[config.mk]
export PLATFORM = sky130hd
export DESIGN_NAME = cpu16_ctrl_fsm_flat
export DESIGN_NICKNAME = d
export VERILOG_FILES = /design/src/rtl/cpu16_ctrl_pkg.sv /design/src/rtl/cpu16_ctrl_fsm_if.sv /design/src/rtl/cpu16_opcode_decoder.sv /design/src/rtl/cpu16_ctrl_fsm.sv /design/src/flat_wrapper.sv
export SDC_FILE = /design/constraint.sdc
export NUM_CORES = 1
export LEC_CHECK = 0
export ABC_AREA = 1
export BUFFER_PORTS_ARGS = -buffer_cell sky130_fd_sc_hd__buf_2
export CAP_MARGIN = 20
export CORE_AREA = 2 2 50 52
export CTS_CLUSTER_SIZE = 16
export DETAILED_ROUTE_END_ITERATION = 8
export DIE_AREA = 0 0 52 54
export GPL_ROUTABILITY_DRIVEN = 0
export PLACE_DENSITY_LB_ADDON = 0.25
export SYNTH_ARGS = -nofsm -noshare
export SYNTH_HDL_FRONTEND = slang
export SYNTH_SLANG_ARGS = --single-unit
[constraint.sdc]
create_clock -name clk -period 1.8 [get_ports clk]
set_clock_uncertainty 0.05 [all_clocks]
set_input_delay 0.09 -clock clk [delete_from_list [all_inputs] [get_ports clk]]
set_output_delay 0.09 -clock clk [all_outputs]
set_load 0.05 [all_outputs]
[src/rtl/cpu16_ctrl_pkg.sv]
// Opcode, ALU/bus select and state constants shared by the control unit,
// the datapath and the testbench.
package cpu16_ctrl_pkg;

  localparam logic [5:0] OP_SUBR = 6'b000001;
  localparam logic [5:0] OP_LDAI = 6'b010010;
  localparam logic [5:0] OP_INC  = 6'b010111;
  localparam logic [5:0] OP_ADDM = 6'b100010;
  localparam logic [5:0] OP_SUBM = 6'b100011;
  localparam logic [5:0] OP_STAM = 6'b100100;
  localparam logic [5:0] OP_JMP  = 6'b110000;
  localparam logic [5:0] OP_JZ   = 6'b110001;
  localparam logic [5:0] OP_HLT  = 6'b111111;

  localparam logic [3:0] ALU_ADD = 4'b0000;
  localparam logic [3:0] ALU_SUB = 4'b0001;

  localparam logic [2:0] BUS_NONE = 3'b000;
  localparam logic [2:0] BUS_AC   = 3'b001;
  localparam logic [2:0] BUS_MEM  = 3'b010;
  localparam logic [2:0] BUS_PC   = 3'b011;
  localparam logic [2:0] BUS_DR   = 3'b101;

  // One-hot instruction class bit positions
  localparam int CLS_SUBR = 0;
  localparam int CLS_LDAI = 1;
  localparam int CLS_INC  = 2;
  localparam int CLS_ADDM = 3;
  localparam int CLS_SUBM = 4;
  localparam int CLS_STAM = 5;
  localparam int CLS_JMP  = 6;
  localparam int CLS_JZ   = 7;
  localparam int CLS_HLT  = 8;
  localparam int CLS_W    = 9;

  typedef logic [CLS_W-1:0] cls_t;

  typedef enum logic [4:0] {
    S_F0   = 5'd0,
    S_F1   = 5'd1,
    S_F2   = 5'd2,
    S_DEC  = 5'd3,
    S_OP0  = 5'd4,
    S_OP1  = 5'd5,
    S_OP2  = 5'd6,
    S_EXL  = 5'd7,
    S_A0   = 5'd8,
    S_A1   = 5'd9,
    S_EXM  = 5'd10,
    S_W0   = 5'd11,
    S_J0   = 5'd12,
    S_SKIP = 5'd13,
    S_EXR  = 5'd14,
    S_EXI  = 5'd15,
    S_HALT = 5'd16,
    S_ILL  = 5'd17
  } state_e;

endpackage

[src/rtl/cpu16_ctrl_fsm_if.sv]
// Control-unit to datapath bundle: IR/flags/memory-ready in, strobes and selects out.
interface cpu16_ctrl_fsm_if #(
  parameter int IR_W   = 16,
  parameter int REG_W  = 4,
  parameter int FLAG_W = 4
);
  logic [IR_W-1:0]   ir_value;
  logic [FLAG_W-1:0] flags_value;
  logic              mem_ready;
  logic              ir_load;
  logic              ar_load;
  logic              dr_load;
  logic              pc_load;
  logic              ac_load;
  logic              flags_load;
  logic              pc_inc;
  logic              ac_inc;
  logic              write_en;
  logic              mem_req;
  logic [3:0]        alu_sel;
  logic [2:0]        bus_sel;
  logic [REG_W-1:0]  reg_sel;
  logic              halted;
  logic              illegal_op;

  modport ctrl (
    input  ir_value, flags_value, mem_ready,
    output ir_load, ar_load, dr_load, pc_load, ac_load, flags_load,
           pc_inc, ac_inc, write_en, mem_req, alu_sel, bus_sel, reg_sel,
           halted, illegal_op
  );

  modport dp (
    output ir_value, flags_value, mem_ready,
    input  ir_load, ar_load, dr_load, pc_load, ac_load, flags_load,
           pc_inc, ac_inc, write_en, mem_req, alu_sel, bus_sel, reg_sel,
           halted, illegal_op
  );
endinterface

[src/rtl/cpu16_opcode_decoder.sv]
// Maps an opcode to a one-hot instruction class; illegal when no class matches.
module cpu16_opcode_decoder
  import cpu16_ctrl_pkg::*;
#(
  parameter int OPC_W = 6
) (
  input  logic [OPC_W-1:0] opcode,
  output cls_t             cls,
  output logic             illegal
);

  always_comb begin
    cls = '0;
    case (opcode)
      OPC_W'(OP_SUBR): cls[CLS_SUBR] = 1'b1;
      OPC_W'(OP_LDAI): cls[CLS_LDAI] = 1'b1;
      OPC_W'(OP_INC):  cls[CLS_INC]  = 1'b1;
      OPC_W'(OP_ADDM): cls[CLS_ADDM] = 1'b1;
      OPC_W'(OP_SUBM): cls[CLS_SUBM] = 1'b1;
      OPC_W'(OP_STAM): cls[CLS_STAM] = 1'b1;
      OPC_W'(OP_JMP):  cls[CLS_JMP]  = 1'b1;
      OPC_W'(OP_JZ):   cls[CLS_JZ]   = 1'b1;
      OPC_W'(OP_HLT):  cls[CLS_HLT]  = 1'b1;
      default:         cls = '0;
    endcase
    illegal = (cls == '0);
  end

endmodule

[src/rtl/cpu16_ctrl_fsm.sv]
// Multi-cycle control unit for the 16-bit accumulator CPU.
// F0-F2 fetch, DEC decode, OP0-OP2 operand fetch, A0/A1 operand address+read,
// EXL/EXM/EXR/EXI execute, W0 store, J0 jump, SKIP untaken JZ, HALT, ILL.
module cpu16_ctrl_fsm
  import cpu16_ctrl_pkg::*;
#(
  parameter int IR_W    = 16,
  parameter int OPC_W   = 6,
  parameter int REG_W   = 4,
  parameter int FLAG_W  = 4,
  parameter int Z_BIT   = 3,
  parameter int WAIT_EN = 1
) (
  input  logic          clk,
  input  logic          rst,
  cpu16_ctrl_fsm_if.ctrl bus
);

  state_e           state_q, state_d;
  logic [OPC_W-1:0] opcode;
  cls_t             cls;
  logic             illegal;
  logic             rdy;
  logic             z_flag;
  logic             unused_ir;

  logic             ir_ld, ar_ld, dr_ld, pc_ld, ac_ld, fl_ld;
  logic             pc_inc_s, ac_inc_s, we_s, mem_req_s, halted_s, ill_s;
  logic [3:0]       alu_s;
  logic [2:0]       bus_s;
  logic [REG_W-1:0] reg_s;

  assign opcode    = bus.ir_value[IR_W-1 -: OPC_W];
  assign rdy       = (WAIT_EN != 0) ? bus.mem_ready : 1'b1;
  assign z_flag    = bus.flags_value[Z_BIT];
  assign unused_ir = ^{bus.ir_value[IR_W-OPC_W-1:REG_W], bus.flags_value};

  cpu16_opcode_decoder #(.OPC_W(OPC_W)) u_dec (
    .opcode  (opcode),
    .cls     (cls),
    .illegal (illegal)
  );

  always_ff @(posedge clk or negedge rst) begin
    if (!rst) state_q <= S_F0;
    else      state_q <= state_d;
  end

  always_comb begin
    state_d = state_q;
    case (state_q)
      S_F0:  state_d = S_F1;
      S_F1:  state_d = S_F2;
      S_F2:  if (rdy) state_d = S_DEC;
      S_DEC: begin
        if (illegal)            state_d = S_ILL;
        else if (cls[CLS_SUBR]) state_d = S_EXR;
        else if (cls[CLS_INC])  state_d = S_EXI;
        else if (cls[CLS_HLT])  state_d = S_HALT;
        else if (cls[CLS_JZ])   state_d = z_flag ? S_OP0 : S_SKIP;
        else                    state_d = S_OP0;
      end
      S_OP0: state_d = S_OP1;
      S_OP1: state_d = S_OP2;
      S_OP2: begin
        if (rdy) begin
          if (cls[CLS_LDAI])                      state_d = S_EXL;
          else if (cls[CLS_JMP] || cls[CLS_JZ])   state_d = S_J0;
          else if (cls[CLS_ADDM] || cls[CLS_SUBM] || cls[CLS_STAM])
                                                  state_d = S_A0;
          else                                    state_d = S_F0;
        end
      end
      S_A0:  state_d = cls[CLS_STAM] ? S_W0 : S_A1;
      S_A1:  if (rdy) state_d = S_EXM;
      S_W0:  if (rdy) state_d = S_F0;
      S_EXL, S_EXM, S_J0, S_SKIP, S_EXR, S_EXI, S_ILL: state_d = S_F0;
      S_HALT: state_d = S_HALT;
      default: state_d = S_F0;
    endcase
  end

  // Moore decode; only the load/write strobes of MEM states depend on rdy
  always_comb begin
    ir_ld = 1'b0; ar_ld = 1'b0; dr_ld = 1'b0; pc_ld = 1'b0;
    ac_ld = 1'b0; fl_ld = 1'b0; pc_inc_s = 1'b0; ac_inc_s = 1'b0;
    we_s = 1'b0; mem_req_s = 1'b0; halted_s = 1'b0; ill_s = 1'b0;
    alu_s = ALU_ADD; bus_s = BUS_NONE; reg_s = '0;
    case (state_q)
      S_F0, S_OP0: begin bus_s = BUS_PC; ar_ld = 1'b1; end
      S_F1, S_OP1, S_SKIP: pc_inc_s = 1'b1;
      S_F2:  begin bus_s = BUS_MEM; mem_req_s = 1'b1; ir_ld = rdy; end
      S_OP2, S_A1: begin bus_s = BUS_MEM; mem_req_s = 1'b1; dr_ld = rdy; end
      S_EXL: begin bus_s = BUS_DR; ac_ld = 1'b1; fl_ld = 1'b1; end
      S_A0:  begin bus_s = BUS_DR; ar_ld = 1'b1; end
      S_EXM: begin
        alu_s = cls[CLS_SUBM] ? ALU_SUB : ALU_ADD;
        ac_ld = 1'b1; fl_ld = 1'b1;
      end
      S_W0:  begin bus_s = BUS_AC; mem_req_s = 1'b1; we_s = rdy; end
      S_J0:  begin bus_s = BUS_DR; pc_ld = 1'b1; end
      S_EXR: begin
        reg_s = bus.ir_value[REG_W-1:0]; alu_s = ALU_SUB;
        ac_ld = 1'b1; fl_ld = 1'b1;
      end
      S_EXI:  begin ac_inc_s = 1'b1; fl_ld = 1'b1; end
      S_HALT: halted_s = 1'b1;
      S_ILL:  ill_s = 1'b1;
      default: ;
    endcase
  end

  // Reset blanks every output, including the F0 decode held during reset
  assign bus.ir_load    = rst & ir_ld;
  assign bus.ar_load    = rst & ar_ld;
  assign bus.dr_load    = rst & dr_ld;
  assign bus.pc_load    = rst & pc_ld;
  assign bus.ac_load    = rst & ac_ld;
  assign bus.flags_load = rst & fl_ld;
  assign bus.pc_inc     = rst & pc_inc_s;
  assign bus.ac_inc     = rst & ac_inc_s;
  assign bus.write_en   = rst & we_s;
  assign bus.mem_req    = rst & mem_req_s;
  assign bus.halted     = rst & halted_s;
  assign bus.illegal_op = rst & ill_s;
  assign bus.alu_sel    = rst ? alu_s : 4'b0000;
  assign bus.bus_sel    = rst ? bus_s : 3'b000;
  assign bus.reg_sel    = rst ? reg_s : '0;

endmodule

[src/flat_wrapper.sv]
// flat-port wrapper written by rule: the top's interface ports become plain ports
module cpu16_ctrl_fsm_flat import cpu16_ctrl_pkg::*;
#(
  parameter int IR_W    = 16,
  parameter int OPC_W   = 6,
  parameter int REG_W   = 4,
  parameter int FLAG_W  = 4,
  parameter int Z_BIT   = 3,
  parameter int WAIT_EN = 1
)
  (clk, rst, bus_ir_value, bus_flags_value, bus_mem_ready, bus_ir_load, bus_ar_load, bus_dr_load, bus_pc_load, bus_ac_load, bus_flags_load, bus_pc_inc, bus_ac_inc, bus_write_en, bus_mem_req, bus_alu_sel, bus_bus_sel, bus_reg_sel, bus_halted, bus_illegal_op);
  cpu16_ctrl_fsm_if #(.IR_W(IR_W), .REG_W(REG_W), .FLAG_W(FLAG_W)) bus_i ();
  input  logic clk;
  input  logic rst;
  input wire logic [$bits(bus_i.ir_value)-1:0] bus_ir_value;
  input wire logic [$bits(bus_i.flags_value)-1:0] bus_flags_value;
  input wire logic [$bits(bus_i.mem_ready)-1:0] bus_mem_ready;
  output wire logic [$bits(bus_i.ir_load)-1:0] bus_ir_load;
  output wire logic [$bits(bus_i.ar_load)-1:0] bus_ar_load;
  output wire logic [$bits(bus_i.dr_load)-1:0] bus_dr_load;
  output wire logic [$bits(bus_i.pc_load)-1:0] bus_pc_load;
  output wire logic [$bits(bus_i.ac_load)-1:0] bus_ac_load;
  output wire logic [$bits(bus_i.flags_load)-1:0] bus_flags_load;
  output wire logic [$bits(bus_i.pc_inc)-1:0] bus_pc_inc;
  output wire logic [$bits(bus_i.ac_inc)-1:0] bus_ac_inc;
  output wire logic [$bits(bus_i.write_en)-1:0] bus_write_en;
  output wire logic [$bits(bus_i.mem_req)-1:0] bus_mem_req;
  output wire logic [$bits(bus_i.alu_sel)-1:0] bus_alu_sel;
  output wire logic [$bits(bus_i.bus_sel)-1:0] bus_bus_sel;
  output wire logic [$bits(bus_i.reg_sel)-1:0] bus_reg_sel;
  output wire logic [$bits(bus_i.halted)-1:0] bus_halted;
  output wire logic [$bits(bus_i.illegal_op)-1:0] bus_illegal_op;
  assign bus_i.ir_value = bus_ir_value;
  assign bus_i.flags_value = bus_flags_value;
  assign bus_i.mem_ready = bus_mem_ready;
  assign bus_ir_load = bus_i.ir_load;
  assign bus_ar_load = bus_i.ar_load;
  assign bus_dr_load = bus_i.dr_load;
  assign bus_pc_load = bus_i.pc_load;
  assign bus_ac_load = bus_i.ac_load;
  assign bus_flags_load = bus_i.flags_load;
  assign bus_pc_inc = bus_i.pc_inc;
  assign bus_ac_inc = bus_i.ac_inc;
  assign bus_write_en = bus_i.write_en;
  assign bus_mem_req = bus_i.mem_req;
  assign bus_alu_sel = bus_i.alu_sel;
  assign bus_bus_sel = bus_i.bus_sel;
  assign bus_reg_sel = bus_i.reg_sel;
  assign bus_halted = bus_i.halted;
  assign bus_illegal_op = bus_i.illegal_op;
  cpu16_ctrl_fsm #(.IR_W(IR_W), .OPC_W(OPC_W), .REG_W(REG_W), .FLAG_W(FLAG_W), .Z_BIT(Z_BIT), .WAIT_EN(WAIT_EN)) u_core (.clk(clk), .rst(rst), .bus(bus_i));
endmodule
Word level (Yosys, flattened, before mapping)
Cells that the tools add are included.

operators by class
  equal/unequal tests = 30
  mux-type cells = 43
  bitwise gates (word level) = 12
  reduce and logical (&&, ||, !) cells = 15

operators with widths
  kind                                           count
  two-way mux 5 bit                              11
  case mux 5 bit (11 select lines)               1
  == test 5 x 4 -> 1 bit, second input constant  8
  == test 6 bit, second input constant           6
  two-way mux 1 bit                              22
  == test 5 x 3 -> 1 bit, second input constant  4
  two-way mux 4 bit                              5
  OR reduction 3 bit                             5
  bitwise AND 1 bit                              12
  == test 6 x 5 -> 1 bit, second input constant  2
  case mux 3 bit (4 select lines)                1
  == test 5 x 2 -> 1 bit, second input constant  2
  == test 5 bit, second input constant           2
  zero test 9 bit                                1
  inequality test 2 bit, second input constant   4
  case mux 4 bit (2 select lines)                1
  OR reduction 4 bit                             2
  == test 6 x 1 -> 1 bit, second input constant  1
  == test 5 x 1 -> 1 bit, second input constant  1
  zero test 5 bit                                1
  AND reduction 4 bit                            1
  OR reduction 2 bit                             2
  logical OR 1 bit                               3
  two-way mux 3 bit                              1
  two-way mux 2 bit                              1

storage, ports and cells
  register bits = 5
  bits of input ports = 23
  output and inout port bits = 23
  logic and storage cells = 101

Depth between registers and ports, before layout
Gate-level depths: netlist of the first run.

  word-level depth = 9
  gate-level depth with buffers = 11

By module
From an unflattened synthesis of the first run, not the netlist that was laid out.

second synthesis, totals
  cell total of the unflattened synthesis = 178
  area, all modules = 925.9 sq um

by module, submodules not included
  module                times used  cells an instance  area an instance (sq um)
  cpu16_ctrl_fsm        1           132                738.2
  cpu16_opcode_decoder  1           46                 187.7

Least setup slack after synthesis of the first run
Ideal clock, no wire load.

  path kind = reg-to-output
  start = reg u_core.state_q[1]
  end = out bus_illegal_op
  data arrival time = 2.114 ns
  required time = 1.660 ns
  path slack = -0.454 ns
  cell stages (with the launch flop) = 4
  buffers on the path = 0
  path through = dfrtp_1 > inv_2 > nand2_1 > nor4_1

on the way
  longest elaborated chain between the ends = 3

RTL lines
  item                    RTL line               text
  start, declared         cpu16_ctrl_fsm.sv:19   state_e state_q, state_d;
  start signal, assigned  cpu16_ctrl_fsm.sv:46   else state_q <= state_d;
  == test 5 bit           cpu16_ctrl_fsm.sv:89   case (state_q)
  two-way mux 1 bit       cpu16_ctrl_fsm.sv:89
  bitwise AND 1 bit       cpu16_ctrl_fsm.sv:125  assign bus.illegal_op = rst & ill_s;
  end, declared           flat_wrapper.sv:32     output wire logic [$bits(bus_i.illegal_op)-1:0] bus_illegal_op;

Every way passes these cells.

Final worst setup path of the first run
  start = reg u_core.state_q[2]
  end = out bus_bus_sel[0]

on the way
  longest elaborated chain between the ends = 4

RTL lines
  item                                                                       RTL line               text
  == test 5 x 3 -> 1 bit, or another cell as far along                       cpu16_ctrl_fsm.sv:89
  OR reduction 3 bit (no source line) or OR reduction 2 bit (tied branches)  n/a
  case mux 3 bit (4 select lines) *                                          cpu16_ctrl_fsm.sv:89
  two-way mux 3 bit *                                                        cpu16_ctrl_fsm.sv:127  assign bus.bus_sel = rst ? bus_s : 3'b000;
  end, declared                                                              flat_wrapper.sv:29     output wire logic [$bits(bus_i.bus_sel)-1:0] bus_bus_sel;

Every way passes the cells marked *; elsewhere a longest branch is shown, timed or not.

==> impl_metrics.env, run 1 <==
export IMPL_cp_slowest_stage_delay_ns=0.42
export IMPL_startpoint="u_core.state_q[2]$_DFFE_PN0P_"
export IMPL_hold_depth=4
export IMPL_antenna_found_initial=0
export IMPL_synth_area_leader_cell="nand2_1"
export IMPL_hold_start="bus_mem_ready"
export IMPL_ios=46
export IMPL_regMostFlops="u_core.state_q"
export IMPL_start_util_pct=34.6
export IMPL_synth_fa_ha_area_share_pct=0
export IMPL_drt_iter0_markers=31
export IMPL_fp_dieH_microns=54
export IMPL_postRouteWirelength_microns=2220
export IMPL_synth_xor_area_share_pct=0
export IMPL_port_buffer_count=33
export IMPL_hpwlAfterDp_microns=1810
export IMPL_peakVddDrop_mv=0.460
export IMPL_crit_family="simple AND/OR/NAND/NOR gates"
export IMPL_slowest_stage="dfrtp_1"
export IMPL_vias=1071
export IMPL_synth_area_per_cell_sq_um=5.12
export IMPL_path_max_fanout=5
export IMPL_synth_compound_area_share_pct=12.0
export IMPL_ys_top_cells_by_area="nand2_1, nor2_1, dfrtp_1"
export IMPL_htreeDepth=1
export IMPL_multi_input_area_sq_um=581
export IMPL_min_to="u_core.state_q[2]$_DFFE_PN0P_"
export IMPL_nNetsFinal=221
export IMPL_clock_path_buffers=2
export IMPL_ys_types=24
export IMPL_grt_pass1_vias=909
export IMPL_synth_mux_area_share_pct=0
export IMPL_synth_simple_area_share_pct=56.1
export IMPL_final_core_util_pct=48.5
export IMPL_max_cap_violations=0
export IMPL_clk_pin_slew_ns=0.05
export IMPL_drtPass1Iterations=4
export IMPL_hold_slack_ns=0.106
export IMPL_p_per_area_nw_per_um2=1000
export IMPL_area_growth_pct=40.2
export IMPL_critPathRequiredTime_ns=1.66
export IMPL_vias_per_cell=4.72
export IMPL_rr_startpoint="u_core.state_q[0]$_DFFE_PN0P_"
export IMPL_hold_violations=0
export IMPL_syn_area_sq_um=803
export IMPL_diodes=0
export IMPL_largest_register_ffs=5
export IMPL_ys_seq_area_share_pct=15.6
export IMPL_crit_arrival_ns=1.63
export IMPL_fp_coreArea_sq_um=2320
export IMPL_synth_seq_cells=5
export IMPL_final_common_cell="nand2_1"
export IMPL_postRouteAntennaNets=0
export IMPL_cp_end_kind="output pin"
export IMPL_clockRootBuffer="clkbuf_4"
export IMPL_synth_top_area_share_pct=17.3
export IMPL_power_leakage_uw=0.000661
export IMPL_grtUsageTotal_pct=16.0
export IMPL_row_count=18
export IMPL_cp_cell_sequence="nor2_2 -> nand2_1 -> nor2_1 -> inv_1 -> a31oi_2 -> buf_6"
export IMPL_mostFrequentLayoutCells="nand2_1, nor2_1, inv_1"
export IMPL_reg_top3="u_core.state_q x5"
export IMPL_fin_crit_sh_pct=98.2
export IMPL_grt_pass1_wl_microns=3420
export IMPL_grt_start_max_net_pins=13
export IMPL_fin_setup_tns_ns=0
export IMPL_cts_tree="built"
export IMPL_crit_path_start_kind="flip-flop"
export IMPL_cts_sinks=5
export IMPL_worstRegToRegCells=10
export IMPL_slew_viol_final=0
export IMPL_cts_inserted_buffers=3
export IMPL_fin_crit_ns=1.77
export IMPL_status="finished clean"
export IMPL_r2r_slack_ns=0.28
export IMPL_setup_slack_ns=0.0319
export IMPL_rsz0062_at_grt="true"
export IMPL_chipWidth_microns=52
export IMPL_path_buf_inv=2
export IMPL_area_sequential_sq_um=126
export IMPL_design_die_area_sq_um=2810
export IMPL_synth_top_family_by_area="simple AND/OR/NAND/NOR gates"
export IMPL_ys_warn_count=0
export IMPL_power_total_uw=1130
export IMPL_hp_class="in2reg"
export IMPL_r2r_end="u_core.state_q[0]$_DFFE_PN0P_"
export IMPL_drc=0
export IMPL_nFillCells=251
export IMPL_critPathKind="reg2out"
export IMPL_wl_per_cell_microns=9.80
export IMPL_max_freq_ghz=0.566
export IMPL_clk_latency_ns=0.24
export IMPL_layout_drive_gt1_share_pct=30.5
export IMPL_synthCells=157
export IMPL_pre_cts_ws_ns=0.234
export IMPL_grt_overflow=0
export IMPL_setup_viol=0
metrics by stage:
stage	std cells	cell area (sq um)
after CTS	224	1060
after global placement	219	1010
after detailed placement	219	1010
after floorplan	159	828
after global routing	227	1130
final	227	1130
area by class of cell:
| type | instances | area share (%) |
|---|---|---|
| flip-flops and latches | 5 | 11.2 |
| multi-input cells | 123 | 51.6 |
| repair buffers | 38 | 22.2 |
| well taps | 30 | 3.33 |
| inverters | 27 | 9.33 |
| clock buffers | 4 | 2.33 |
synth_stat cells (all sizes together):
cell type and instances:
nand3b 1, o211ai 1, a31oi 3, o21ai 6, nor4 2, o31ai 1, nand2 40, buf 3
clkbuf 1, conb 1, nor3 3, dfrtp 5, nand4 2, inv 27, nor2 42, a21oi 5
nand3 13, a21boi 1
power by group:
part           switching [uW]  internal [uW]  total [uW]  leakage [uW]
sequential               62.0            153         215     0.0000643
combinational             533            254         786      0.000582
clock                    45.8           83.8         130     0.0000150
repair_timing:
item | in CTS | in global routing
endpoints found under the hold margin | 5 | 0
cloned | 0 | 0
endpoints found under the setup margin | 3 | 17
pin swaps | 0 | 0
buffers inserted | 0 | 3
gates resized for setup | 3 | 21
hold buffers | 1 | 0
cell families (layout without fill, tap and decap cells):
kind of cell / count (synthesis) / in the layout
other: 1 / 3
AO/OA/AOI/OAI: 17 / 17
flip-flops: 5 / 5
AND/OR/NAND/NOR: 103 / 103
buffers and inverters: 31 / 69
tightest hold or removal path, cell delays in order:
cell and delay, ns:
buf_2 0.09, inv_1 0.06, nand2_1 0.07, nand2_1 0.05
routing by layer:
metal	part of all wire [%]	up-vias	track usage [%]
li1	-	566	-
met1	43	462	18.0
met2	51	37	30.2
met3	4.5	6	1.11
met4	1.8	0	8.33
met5	0	-	0
worst max-delay path by stage:
stage | end | slack, ns | depth (start not counted)
5_1_grt | bus_ar_load | -0.08 | 4
3_5_place_dp | bus_mem_req | 0.23 | 6
2_1_floorplan | bus_illegal_op | -0.45 | 3
6_report | bus_bus_sel[0] | 0.03 | 6
4_1_cts | bus_ar_load | 0.02 | 7
3_3_place_gp | bus_mem_req | 0.24 | 6
(Power assumes the default switching activity.)
==> run 2: changes to the inputs <==
--- a/config.mk
+++ b/config.mk
@@ -13,7 +13,7 @@
 export DETAILED_ROUTE_END_ITERATION = 8
 export DIE_AREA = 0 0 52 54
 export GPL_ROUTABILITY_DRIVEN = 0
-export PLACE_DENSITY_LB_ADDON = 0.25
+export PLACE_DENSITY = 0.74
 export SYNTH_ARGS = -nofsm -noshare
 export SYNTH_HDL_FRONTEND = slang
 export SYNTH_SLANG_ARGS = --single-unit
==> run 2 against run 1 <==
  * Largest cell class unchanged
  * Critical path type unchanged
  * Non-clock buffer count is 1 lower
  * Sequential power is 8% higher
  * Routed wire length is 3.9% lower
  * Largest power group unchanged
==> impl_metrics.env, run 2 (synthesis results as in run 1) <==
export IMPL_slew_viol_final=0
export IMPL_final_common_cell="nand2_1"
export IMPL_pre_cts_ws_ns=0.243
export IMPL_power_leakage_uw=0.000665
export IMPL_fin_crit_sh_pct=94.8
export IMPL_slowest_stage="dfrtp_2"
export IMPL_status="finished clean"
export IMPL_fp_dieH_microns=54
export IMPL_startpoint="u_core.state_q[4]$_DFFE_PN0P_"
export IMPL_vias_per_cell=4.61
export IMPL_grt_pass1_vias=777
export IMPL_ios=46
export IMPL_antenna_found_initial=0
export IMPL_postRouteWirelength_microns=2140
export IMPL_drc=0
export IMPL_clk_pin_slew_ns=0.04
export IMPL_dp_cells=219
export IMPL_path_max_fanout=8
export IMPL_hold_violations=0
export IMPL_grt_overflow=0
export IMPL_start_util_pct=34.6
export IMPL_cp_cell_sequence="inv_4 -> nand3_1 -> o21ai_0 -> a21oi_2 -> a31oi_2 -> buf_6"
export IMPL_max_freq_ghz=0.586
export IMPL_hold_slack_ns=0.116
export IMPL_grt_pass1_wl_microns=3210
export IMPL_grt_start_max_net_pins=13
export IMPL_path_buf_inv=2
export IMPL_max_cap_violations=0
export IMPL_area_sequential_sq_um=129
export IMPL_power_total_uw=1190
export IMPL_crit_path_start_kind="flip-flop"
export IMPL_nFillCells=266
export IMPL_cp_slowest_stage_delay_ns=0.45
export IMPL_rr_startpoint="u_core.state_q[4]$_DFFE_PN0P_"
export IMPL_regMostFlops="u_core.state_q"
export IMPL_cts_inserted_buffers=3
export IMPL_crit_arrival_ns=1.57
export IMPL_peakVddDrop_mv=0.393
export IMPL_combPwrFrac_pct=70.0
export IMPL_cts_tree="built"
export IMPL_setup_slack_ns=0.0933
export IMPL_cts_sinks=5
export IMPL_clkPwrFrac_pct=10.4
export IMPL_row_count=18
export IMPL_htreeDepth=1
export IMPL_critPathRequiredTime_ns=1.66
export IMPL_p_switching_uw=671
export IMPL_hp_class="in2reg"
export IMPL_clk_latency_ns=0.24
export IMPL_crit_family="compound AO/OA/AOI/OAI gates"
export IMPL_final_cells=226
export IMPL_hpwlAfterDp_microns=1730
export IMPL_largest_register_ffs=5
export IMPL_cp_end_kind="output pin"
export IMPL_final_core_util_pct=49.5
export IMPL_intPower_uw=521
export IMPL_chipWidth_microns=52
export IMPL_diodes=0
export IMPL_p_sw_share_pct=56.3
export IMPL_mostFrequentLayoutCells="nand2_1, nor2_1, inv_1, buf_2, nand3_1"
export IMPL_area_growth_pct=42.8
export IMPL_port_buffer_count=33
export IMPL_multi_input_area_sq_um=609
export IMPL_wl_per_cell_microns=9.46
export IMPL_p_seq_share_pct=19.6
export IMPL_postRouteAntennaNets=0
export IMPL_design_die_area_sq_um=2810
export IMPL_fp_coreArea_sq_um=2320
export IMPL_rsz0062_at_grt="true"
export IMPL_nNetsFinal=220
export IMPL_p_per_area_nw_per_um2=1040
export IMPL_reg_top3="u_core.state_q x5"
export IMPL_vias=1041
export IMPL_critPathKind="reg2out"
export IMPL_layout_drive_gt1_share_pct=35.2
export IMPL_grtUsageTotal_pct=15.1
export IMPL_setup_viol=0
export IMPL_clockRootBuffer="clkbuf_4"
export IMPL_drt_iter0_markers=25
export IMPL_clock_path_buffers=2
export IMPL_fin_crit_ns=1.71
export IMPL_drtPass1Iterations=4
export IMPL_hold_start="bus_mem_ready"
==> run 2: worst paths after layout <==
path	to	slack (ns)	cells after the start
worst max-delay path	bus_bus_sel[0]	0.09	6
worst min-delay path	u_core.state_q[2]$_DFFE_PN0P_	0.12	4
worst max register to register	u_core.state_q[1]$_DFFE_PN0P_	0.34	7
worst min register to register	u_core.state_q[1]$_DFFE_PN0P_	0.62	2
max in group asynchronous	u_core.state_q[4]$_DFFE_PN0P_	1.22	2
min in group asynchronous	u_core.state_q[3]$_DFFE_PN0P_	0.28	2
==> run 2: power groups by stage <==
stage | Combinational [uW] | Sequential [uW] | Clock, uW
2_1_floorplan | 572 | 195 | 0
3_3_place_gp | 716 | 208 | 0
3_5_place_dp | 721 | 208 | 0
4_1_cts | 741 | 207 | 132
5_1_grt | 915 | 240 | 143
6_report | 834 | 233 | 124
==> run 2: repair_timing <==
action | 4_1_cts | 5_1_grt
pin swaps | 0 | 2
setup buffers | 0 | 2
hold endpoints to repair | 5 | 0
gates resized for setup | 3 | 33
hold buffers | 1 | 0
setup endpoints to repair | 3 | 13
==> run 2: final cells by class <==
type / count / share of cell area [%]
multi-input combinational: 123 / 53.1
timing repair buffer: 37 / 21.0
sequential: 5 / 11.2
inverter: 27 / 9.05
tap: 30 / 3.27
clock buffer: 4 / 2.29
==> run 2: metal layers <==
layer	vias to the layer above	share of wire, %	global-route usage, %
met2	38	50	27.0
met4	0	0.65	5.26
met3	2	5.6	1.94
met5	-	0	0
met1	432	44	18.6
li1	569	-	-
==> run 2: through the flow <==
stage | TNS, ns | cell area (sq um)
2_1_floorplan | -0.908 | 828
3_3_place_gp | 0 | 1010
3_5_place_dp | 0 | 1010
4_1_cts | 0 | 1060
5_1_grt | -0.0519 | 1150
6_report | 0 | 1150
==> run 2: worst min-delay path, delay by kind of cell <==
kind / cells / cell delay (ns)
simple gates: 2 / 0.13
buf+inv: 2 / 0.14
==> run 3: changes to the inputs <==
--- a/config.mk
+++ b/config.mk
@@ -5,7 +5,6 @@
 export SDC_FILE = /design/constraint.sdc
 export NUM_CORES = 1
 export LEC_CHECK = 0
-export ABC_AREA = 1
 export BUFFER_PORTS_ARGS = -buffer_cell sky130_fd_sc_hd__buf_2
 export CAP_MARGIN = 20
 export CORE_AREA = 2 2 50 52
@@ -13,7 +12,7 @@
 export DETAILED_ROUTE_END_ITERATION = 8
 export DIE_AREA = 0 0 52 54
 export GPL_ROUTABILITY_DRIVEN = 0
-export PLACE_DENSITY = 0.74
+export PLACE_DENSITY = 0.81
 export SYNTH_ARGS = -nofsm -noshare
 export SYNTH_HDL_FRONTEND = slang
 export SYNTH_SLANG_ARGS = --single-unit
==> run 3 against run 2 <==
  * Die area did not move
  * Sequential share of layout area fell by 2.1 points
  * Worst hold slack improved by 0.045 ns
  * Sequential cell count did not move
  * Worst setup slack got worse by 0.031 ns
  * Global-route usage rose by 6.3 points
  * Via count rose by 22%
  * First-iteration DRC count rose by 68%
  * Non-clock buffer count rose by 25
  * Synthesized area rose by 19%
  * Clock-buffer cell count did not move
  * Cell area rose by 25%
  * Critical endpoint is now bus_reg_sel[0]
  * Highest routed layer unchanged
==> impl_metrics.env, run 3 <==
export IMPL_synth_top_area_share_pct=13.1
export IMPL_regMostFlops="u_core.state_q"
export IMPL_pre_cts_ws_ns=0.129
export IMPL_design_die_area_sq_um=2810
export IMPL_clock_path_buffers=2
export IMPL_antenna_found_initial=0
export IMPL_async_flop_share_pct=100
export IMPL_postRouteAntennaNets=0
export IMPL_clk_pin_slew_ns=0.04
export IMPL_synthFlopType="dfrtp_1"
export IMPL_setup_viol=0
export IMPL_diodes=0
export IMPL_clockRootBuffer="clkbuf_4"
export IMPL_layout_drive_gt1_share_pct=46.9
export IMPL_drt_iter0_markers=42
export IMPL_vias_per_cell=5.73
export IMPL_p_per_area_nw_per_um2=1190
export IMPL_final_common_cell="buf_4"
export IMPL_crit_arrival_ns=1.60
export IMPL_ys_types=45
export IMPL_row_count=18
export IMPL_setup_slack_ns=0.0622
export IMPL_worstRegToRegCells=6
export IMPL_critPathKind="reg2out"
export IMPL_reg_top3="u_core.state_q x5"
export IMPL_path_max_fanout=6
export IMPL_wl_met1_microns=1370
export IMPL_port_buffer_count=33
export IMPL_max_cap_violations=0
export IMPL_dp_cells=204
export IMPL_peakVddDrop_mv=0.699
export IMPL_syn_area_sq_um=955
export IMPL_hold_violations=0
export IMPL_fin_setup_tns_ns=0
export IMPL_drtPass1Iterations=4
export IMPL_vias=1272
export IMPL_clk_latency_ns=0.25
export IMPL_route_met3_wl_microns=190
export IMPL_status="finished clean"
export IMPL_fin_crit_sh_pct=96.5
export IMPL_final_cells=222
export IMPL_htreeDepth=1
export IMPL_cts_sinks=5
export IMPL_ios=46
export IMPL_postRouteWirelength_microns=3230
export IMPL_power_leakage_uw=0.000640
export IMPL_rr_startpoint="u_core.state_q[3]$_DFFE_PN0P_"
export IMPL_synth_common_cells="nand2_1, nor2_1, buf_2"
export IMPL_slew_viol_final=0
export IMPL_synth_edf_count=0
export IMPL_nNetsFinal=216
export IMPL_fp_dieH_microns=54
export IMPL_synthCells=141
export IMPL_wl_per_cell_microns=14.5
export IMPL_start_util_pct=41.2
export IMPL_drc=0
export IMPL_hpwlAfterDp_microns=2260
export IMPL_hp_class="in2async"
export IMPL_nFillCells=222
export IMPL_final_core_util_pct=61.9
export IMPL_cts_inserted_buffers=3
export IMPL_grt_pass1_vias=1122
export IMPL_wl_met2_microns=1650
export IMPL_chipWidth_microns=52
export IMPL_top_layer="met4"
export IMPL_cp_end_kind="output pin"
export IMPL_ys_top_cells_by_area="dfrtp_1, nand2_1, buf_2"
export IMPL_yosysMostFrequentCell="nand2_1"
export IMPL_synth_area_per_cell_sq_um=6.77
export IMPL_largest_register_ffs=5
export IMPL_ys_seq_area_share_pct=13.1
export IMPL_area_growth_pct=50.5
export IMPL_max_freq_ghz=0.575
export IMPL_grt_overflow=0
export IMPL_r2r_slack_ns=0.18
export IMPL_synth_seq_cells=5
export IMPL_critPathRequiredTime_ns=1.66
export IMPL_fp_coreArea_sq_um=2320
export IMPL_fin_crit_ns=1.74
export IMPL_startpoint="u_core.state_q[4]$_DFFE_PN0P_"
export IMPL_ys_warn_count=0
export IMPL_r2r_end="u_core.state_q[3]$_DFFE_PN0P_"
export IMPL_grt_pass1_wl_microns=4660
export IMPL_synth_area_leader_cell="dfrtp_1"
export IMPL_mostFrequentLayoutCells="buf_4, buf_2, nand2_1"
export IMPL_grt_start_max_net_pins=16
export IMPL_cts_tree="built"
export IMPL_crit_path_start_kind="flip-flop"
export IMPL_grtUsageTotal_pct=21.4
run 3: cell types whose count changed in the layout (fill, tap and decap cells not counted), sizes merged, moves of 5 or more:
cell / change
nand3: -10
nand2: -27
nor2b: +7
buf: +27
nor3: +5
nor2: -31
inv: -23
nand2b: +6
run 3: metrics by stage:
stage	total power, uW	hold slack [ns]	cell area [sq um]
6_report	1720	0.161	1440
5_1_grt	1830	0.156	1440
4_1_cts	1520	0.145	1310
3_3_place_gp	1330	-0.119	1250
2_1_floorplan	1050	-0.256	1040
3_5_place_dp	1360	-0.117	1250
run 3: cells by family after synthesis:
family	count (synthesis)	synth area share, %
XOR/XNOR	2	1.84
AO/OA/AOI/OAI	38	29.2
flip-flops	5	13.1
other	1	0.393
buffers and inverters	21	12.2
AND/OR/NAND/NOR	74	43.3
run 3: cell type report:
cell class	instances	area, sq um	area share (%)
clock buffer	4	26.3	1.83
inverter	4	15.0	1.05
multi-input combinational	117	812	56.5
sequential	5	131	9.15
tap	30	37.5	2.61
timing repair buffer	62	414	28.8
run 3: worst max-delay path: stages, from the launching register on:
cell and delay (ns):
dfrtp_2 0.44, nor2b_1 0.16, nand2_1 0.11, nor3_2 0.24, and2_1 0.15, buf_2 0.25
run 3: layer usage:
metal | track usage, % | vias to the layer above
li1 | - | 614
met1 | 25.4 | 604
met2 | 39.0 | 49
met3 | 3.06 | 5
met4 | 7.89 | 0
met5 | 0 | -
run 3: what timing repair did:
item                                    4_1_cts  5_1_grt
hold endpoints to repair                      5        0
setup buffers                                 0       13
gates resized for setup                      11       12
pin swaps                                     0        0
endpoints found under the setup margin       18       18
hold buffers                                  1        0
run 3: worst max-delay path by stage:
stage	slack, ns	depth (start not counted)	to
after floorplan	-0.31	4	bus_write_en
after global placement	0.15	5	u_core.state_q[2]$_DFFE_PN0P_
after detailed placement	0.13	5	bus_reg_sel[0]
after CTS	0.001	5	bus_bus_sel[0]
after global routing	-0.02	5	bus_flags_load
final	0.06	5	bus_reg_sel[0]
run 3: power by group:
group	switching (uW)	internal, uW
Clock	48.0	83.9
Sequential	98.0	162
Combinational	774	550
Total	920	795
